`config.mk`:
```
export PLATFORM = sky130hd
export DESIGN_NAME = sorted_stream_unloader_flat
export DESIGN_NICKNAME = d
export VERILOG_FILES = /design/src/rtl/sorted_stream_unloader_if.sv /design/src/rtl/sorted_stream_unloader.sv /design/src/flat_wrapper.sv
export SDC_FILE = /design/constraint.sdc
export NUM_CORES = 1
export LEC_CHECK = 0
export CORE_MARGIN = 2
export CORE_UTILIZATION = 45
export CTS_CLUSTER_DIAMETER = 40
export DETAILED_ROUTE_END_ITERATION = 10
export PLACE_DENSITY = 0.72
export SYNTH_ARGS = -nofsm -noshare
export SYNTH_HDL_FRONTEND = slang
export SYNTH_SLANG_ARGS = --single-unit
```
`constraint.sdc`:
```
create_clock -name clk -period 1.8 [get_ports clk]
set_clock_uncertainty 0.05 [all_clocks]
set_input_delay 0.36 -clock clk [delete_from_list [all_inputs] [get_ports clk]]
set_output_delay 0.36 -clock clk [all_outputs]
set_load 0.05 [all_outputs]
```
`src/rtl/sorted_stream_unloader_if.sv`:
```
// Stream bundle for sorted_stream_unloader: sorted-vector capture side and key-per-beat output side.
// The slave modport is the unloader; the master modport is its surrounding producer/consumer.
interface sorted_stream_unloader_if #(
    parameter int unsigned WIDTH = 3,
    parameter int unsigned n     = 8
);
    localparam int unsigned KEYS = 2 * n;
    localparam int unsigned IW   = $clog2(KEYS);
    localparam int unsigned CW   = $clog2(KEYS) + 1;

    logic                  in_valid;
    logic                  in_ready;
    logic [KEYS*WIDTH-1:0] c;
    logic [CW-1:0]         in_count;
    logic                  out_valid;
    logic                  out_ready;
    logic [WIDTH-1:0]      out_data;
    logic [IW-1:0]         out_idx;
    logic                  out_last;
    logic                  busy;

    modport slave (
        input  in_valid, c, in_count, out_ready,
        output in_ready, out_valid, out_data, out_idx, out_last, busy
    );

    modport master (
        output in_valid, c, in_count, out_ready,
        input  in_ready, out_valid, out_data, out_idx, out_last, busy
    );
endinterface

```
`src/rtl/sorted_stream_unloader.sv`:
```
// Captures a sorted 2n-key vector and serialises it one key per beat on a valid/ready stream.
// Define SORTER_UNLOAD_DESC_EN to emit keys from the highest meaningful index down to 0.
module sorted_stream_unloader #(
    parameter int unsigned WIDTH = 3,
    parameter int unsigned n     = 8
) (
    input  logic                    clk,
    input  logic                    rst,
    sorted_stream_unloader_if.slave bus
);
    localparam int unsigned KEYS = 2 * n;
    localparam int unsigned IW   = $clog2(KEYS);
    localparam int unsigned CW   = $clog2(KEYS) + 1;

    typedef enum logic {
        IDLE,
        SEND
    } state_t;

    state_t                      state;
    logic [KEYS-1:0][WIDTH-1:0]  held;
    logic [KEYS-1:0][WIDTH-1:0]  c_keys;

    logic [CW-1:0] cnt_c;
    logic [IW-1:0] cnt_m1_c;
    logic [IW-1:0] first_idx_c;
    logic [IW-1:0] next_idx_c;
    logic          first_last_c;
    logic          next_last_c;

`ifndef SORTER_UNLOAD_DESC_EN
    logic [IW-1:0] last_idx;
`endif

    assign c_keys = bus.c;

    // Clamped key count, start position and next pointer step for the active emit order
    always_comb begin
        cnt_c        = (bus.in_count > CW'(KEYS)) ? CW'(KEYS) : bus.in_count;
        cnt_m1_c     = IW'(cnt_c - CW'(1));
        first_last_c = (cnt_c == CW'(1));
`ifdef SORTER_UNLOAD_DESC_EN
        first_idx_c  = cnt_m1_c;
        next_idx_c   = bus.out_idx - IW'(1);
        next_last_c  = (next_idx_c == '0);
`else
        first_idx_c  = '0;
        next_idx_c   = bus.out_idx + IW'(1);
        next_last_c  = (next_idx_c == last_idx);
`endif
    end

    // out_idx doubles as the read pointer; out_data is reloaded from the held vector on each step
    always_ff @(posedge clk or negedge rst) begin
        if (!rst) begin
            state         <= IDLE;
            held          <= '0;
            bus.in_ready  <= 1'b1;
            bus.out_valid <= 1'b0;
            bus.out_data  <= '0;
            bus.out_idx   <= '0;
            bus.out_last  <= 1'b0;
            bus.busy      <= 1'b0;
`ifndef SORTER_UNLOAD_DESC_EN
            last_idx      <= '0;
`endif
        end else begin
            case (state)
                IDLE: begin
                    if (bus.in_valid) begin
                        held <= c_keys;
                        if (cnt_c != '0) begin
                            state         <= SEND;
                            bus.in_ready  <= 1'b0;
                            bus.busy      <= 1'b1;
                            bus.out_valid <= 1'b1;
                            bus.out_idx   <= first_idx_c;
                            bus.out_data  <= c_keys[first_idx_c];
                            bus.out_last  <= first_last_c;
`ifndef SORTER_UNLOAD_DESC_EN
                            last_idx      <= cnt_m1_c;
`endif
                        end
                    end
                end
                SEND: begin
                    if (bus.out_ready) begin
                        if (bus.out_last) begin
                            state         <= IDLE;
                            bus.in_ready  <= 1'b1;
                            bus.busy      <= 1'b0;
                            bus.out_valid <= 1'b0;
                            bus.out_last  <= 1'b0;
                        end else begin
                            bus.out_idx  <= next_idx_c;
                            bus.out_data <= held[next_idx_c];
                            bus.out_last <= next_last_c;
                        end
                    end
                end
                default: begin
                    state <= IDLE;
                end
            endcase
        end
    end
endmodule
```
`src/flat_wrapper.sv`:
```
// flat-port wrapper written by rule: the top's interface ports become plain ports
module sorted_stream_unloader_flat 
#(
    parameter int unsigned WIDTH = 3,
    parameter int unsigned n     = 8
)
  (clk, rst, bus_in_valid, bus_c, bus_in_count, bus_out_ready, bus_in_ready, bus_out_valid, bus_out_data, bus_out_idx, bus_out_last, bus_busy);
  sorted_stream_unloader_if #(.WIDTH(WIDTH), .n(n)) bus_i ();
  input  logic clk;
  input  logic rst;
  input wire logic [$bits(bus_i.in_valid)-1:0] bus_in_valid;
  input wire logic [$bits(bus_i.c)-1:0] bus_c;
  input wire logic [$bits(bus_i.in_count)-1:0] bus_in_count;
  input wire logic [$bits(bus_i.out_ready)-1:0] bus_out_ready;
  output wire logic [$bits(bus_i.in_ready)-1:0] bus_in_ready;
  output wire logic [$bits(bus_i.out_valid)-1:0] bus_out_valid;
  output wire logic [$bits(bus_i.out_data)-1:0] bus_out_data;
  output wire logic [$bits(bus_i.out_idx)-1:0] bus_out_idx;
  output wire logic [$bits(bus_i.out_last)-1:0] bus_out_last;
  output wire logic [$bits(bus_i.busy)-1:0] bus_busy;
  assign bus_i.in_valid = bus_in_valid;
  assign bus_i.c = bus_c;
  assign bus_i.in_count = bus_in_count;
  assign bus_i.out_ready = bus_out_ready;
  assign bus_in_ready = bus_i.in_ready;
  assign bus_out_valid = bus_i.out_valid;
  assign bus_out_data = bus_i.out_data;
  assign bus_out_idx = bus_i.out_idx;
  assign bus_out_last = bus_i.out_last;
  assign bus_busy = bus_i.busy;
  sorted_stream_unloader #(.WIDTH(WIDTH), .n(n)) u_core (.clk(clk), .rst(rst), .bus(bus_i));
endmodule
```
==> summary.txt <==
Run status
  – Status: finished, violations left
  – Violated checks: setup timing

Cells and area
  – Area Growth Syn to Fin: 43.1%
  – Final instance area: 0.00433 mm2
  – Ratio of cells with drive above 1 in the final layout: 44.0%
  – # fillers: between 400 and 500
  – Nets@finish: roughly 370
  – Commonest non-fill, non-tap cell in the layout: dfrtp_1
  – Most frequent cells in the layout: 60 x dfrtp_1, 55 x clkdlybuf4s50_1, 50 x mux2_2, 38 x buf_4
  – Final cell count without fillers: 393
  – Ant diodes: 0

Yosys
  – Syn avg cell area: 14.5 um2
  – Post-synth EDFFs: 0
  – Yosys warns: 0
  – Syn Std Cell Area: 0.00303 mm2
  – Seq cells post-synth: 63
  – Dominant cell type by area after synthesis: dfrtp_1
  – Post-synth top area share: 51.3%
  – Syn_nets: approximately 270
  – Netlist cell types: 35
  – Syn Inst Count: 209
  – Sequential fraction of the synthesis area: 52.1%
  – Synth top area cells: dfrtp_1 51%, mux2_2 19%, mux4_2 6.0%
  – Main flop type after synthesis: dfrtp_1
  – Fraction of registers with async set/reset: 100%

Setup path
  – R2r setup slk: -0.13 ns
  – CP max stage cell: dfrtp_2
  – Crit path DAT: 2.10 ns
  – WP data required: ~2 ns
  – Crit path capture type: flop
  – Crit Path Class: flop to flop
  – Top cell by count, worst path: a22oi_2
  – Worst Setup Start Kind: flop
  – Critical path cell sequence: ha_4, xor2_2, buf_6, mux4_2, a22oi_2, a22oi_2, a211o_1
  – Critical Path Fanout Max: 6
  – Worst Reg2Reg Path Length in Cells: 7
  – Reg-to-reg endpoint: u_core.bus.out_data[2]
  – RR Startpoint: u_core.bus.out_idx[0]
  – CP peak stage delay: 0.44 ns

Detailed routing
  – Drt total wl: 6310 um
  – Vias: 2100
  – # DRC: 0
  – DRT Pass-1 Iters: 4
  – Via-per-instance ratio: approximately 5.3
  – Antenna viol nets, final: 0
  – Initial DRC count: 81
  – DR WL/cell: about 16 um

Timing
  – Headroom to the max-slew limit: between 70% and 80%
  – RSZ-0062 raised after global routing: true
  – Final worst slack: -0.131 ns
  – Final hold vios: 0
  – Slew Viols, Final: 0
  – Setup TNS: -0.329 ns
  – Max Fclk: 518 MHz
  – Crit path time final: just under 2 ns
  – Slew of the pin with the lowest slew margin: 0.348 ns
  – Final setup violation count: 3
  – Tcrit/Tclk final: 107%

Die
  – Die span in y: roughly 86 um
  – Die area: 0.00740 mm2
  – Initial Utilization: 47.1%
  – IO Count: 68
  – Core area: 0.00642 mm2
  – # rows: 29
  – Die width: 86.0 um

Power
  – Combinational Power Share: between 40% and 50%
  – Leakage: between 1.5 and 2 nW
  – P per Cell Area: 1780 mW/mm2
  – Maximum VDD drop: around 0.80 mV
  – Total power: between 7 and 8 mW
  – Clock share of power: a little under a fifth
  – Sequential share of power: 33.3%
  – Sw frac: 33.3%
  – Switching Power: 2.57 mW
  – Internal power: 5.13 mW

Clocking
  – Root buf cell: clkbuf_8
  – Clk pin slew, worst setup/hold paths: approximately 0.070 ns
  – CTS tree: yes
  – Longest Clk Path Bufs: 2
  – CTS sink count: 63
  – CTS Buf Count: 9
  – H-tree depth: 3
  – Worst-Skew Late Latency: 0.34 ns

Min path
  – WHS Path Cells: 1
  – Hold EP: u_core.held[47]
  – Hold path start: u_core.held[47]
  – Worst min-delay path category: flop to flop

Global route
  – Total gr overflow: 0
  – Initial antenna violation count: 0
  – Global-route wire length before repair: 10700 um
  – Gr usage total: about a fifth
  – Largest net degree at the start of global routing: 64
  – Vias in the first global route: 2228

Placed design
  – # port buffers: 67
  – GP Congestion: 0.801
  – Dpl cells: 372
  – DP HPWL: 4600 um
  – Cell Area, Placed: 0.00400 mm2

Job
  – Max cap viols: 0
[per-layer routing]
| layer | vias to the layer above | global-route usage, % | wire length (um) |
|---|---|---|---|
| met5 | - | 0 | 0 |
| met4 | 0 | 5.63 | 72 |
| met3 | 8 | 5.58 | 373 |
| met2 | 60 | 28.9 | 3070 |
| met1 | 1053 | 25.5 | 2800 |
| li1 | 979 | - | - |
[power by group through the flow]
stage	logic, mW	clock network, mW	registers (mW)
3_5_place_dp	3.53	0	2.60
6_report	3.72	1.41	2.57
5_1_grt	3.98	1.51	2.66
4_1_cts	3.61	1.44	2.57
3_3_place_gp	3.49	0	2.55
2_1_floorplan	2.10	0	2.80
[worst max path at each step]
| stage | start | to | slack (ns) | cells past startpoint |
|---|---|---|---|---|
| after floorplan | u_core.bus.out_idx[1] | u_core.bus.out_data[0] | -0.22 | 7 |
| after global placement | bus_in_count[4] | u_core.bus.out_data[2] | -0.24 | 8 |
| after detailed placement | bus_in_count[4] | u_core.bus.out_data[1] | -0.29 | 8 |
| after CTS | u_core.bus.out_idx[0] | u_core.bus.out_data[1] | -0.12 | 7 |
| after global routing | u_core.bus.out_idx[1] | u_core.bus.out_data[2] | -0.21 | 8 |
| final | u_core.bus.out_idx[0] | u_core.bus.out_data[2] | -0.13 | 7 |
[logic make-up after synthesis]
kind of cell    Yosys count  synth area share (%)
mux                      65                  29.0
simple gates             28                  4.92
fa+ha+maj                 3                  1.24
compound gates           28                  6.33
flops                    63                  52.1
buf+inv                  14                  3.43
xor+xnor                  8                  2.94
[state kept, by name, indices dropped and copies added, names as in the netlist]
| register | cells |
|---|---|
| u_core.held | 48 |
| u_core.bus.out_idx | 4 |
| u_core.last_idx | 4 |
| u_core.bus.out_data | 3 |
| u_core.bus.in_ready | 1 |
| u_core.bus.out_last | 1 |
| u_core.bus.out_valid | 1 |
| u_core.state | 1 |
[critical path: cells and delay by family (launching register included)]
family | cells | cell delay, ns
AO/OA/AOI/OAI | 3 | 0.52
flip-flops | 1 | 0.44
multiplexers | 1 | 0.30
XOR/XNOR | 1 | 0.18
adder cells (fa/ha/maj) | 1 | 0.17
buffers and inverters | 1 | 0.16
[final cells by class]
class	count	area (um2)	share of cell area, %
Clock inverter	5	80.1	1.85
Sequential cell	63	1580	36.5
Multi-Input combinational cell	132	1400	32.2
Inverter	1	3.75	0.0867
Tap cell	77	96.3	2.22
Clock buffer	11	151	3.50
Timing Repair Buffer	104	1020	23.6
[timing repair]
| item | CTS | global route |
|---|---|---|
| buffers inserted | 1 | 3 |
| pin swaps | 2 | 4 |
| resized for setup | 4 | 6 |
| endpoints found under the hold margin | 57 | 0 |
| hold buffers | 1 | 0 |
| setup endpoints to repair | 3 | 4 |
[per-stage QoR]
step	worst slack [ns]	hold WS, ns	utilization (%)
floorplan	-0.224	0.0144	-
global placement	-0.236	0.352	62.3
detailed placement	-0.288	0.350	62.3
CTS	-0.122	0.458	66.5
global route	-0.213	0.475	67.4
finish	-0.131	0.455	67.4
[synthesized netlist by cell type (3+ instances only)]
library cell	instances
a211o_1	3
a21oi_1	6
a22o_1	3
a22oi_1	7
buf_2	7
buf_6	3
dfrtp_1	62
ha_1	3
mux2_2	50
mux2i_1	3
mux4_1	4
mux4_2	8
nand2_1	9
nand3_1	4
nand3b_1	3
nor2b_1	3
o21ai_0	4
xnor2_1	4
xor2_1	3
Note: power is estimated with default switching activity, not from simulation.
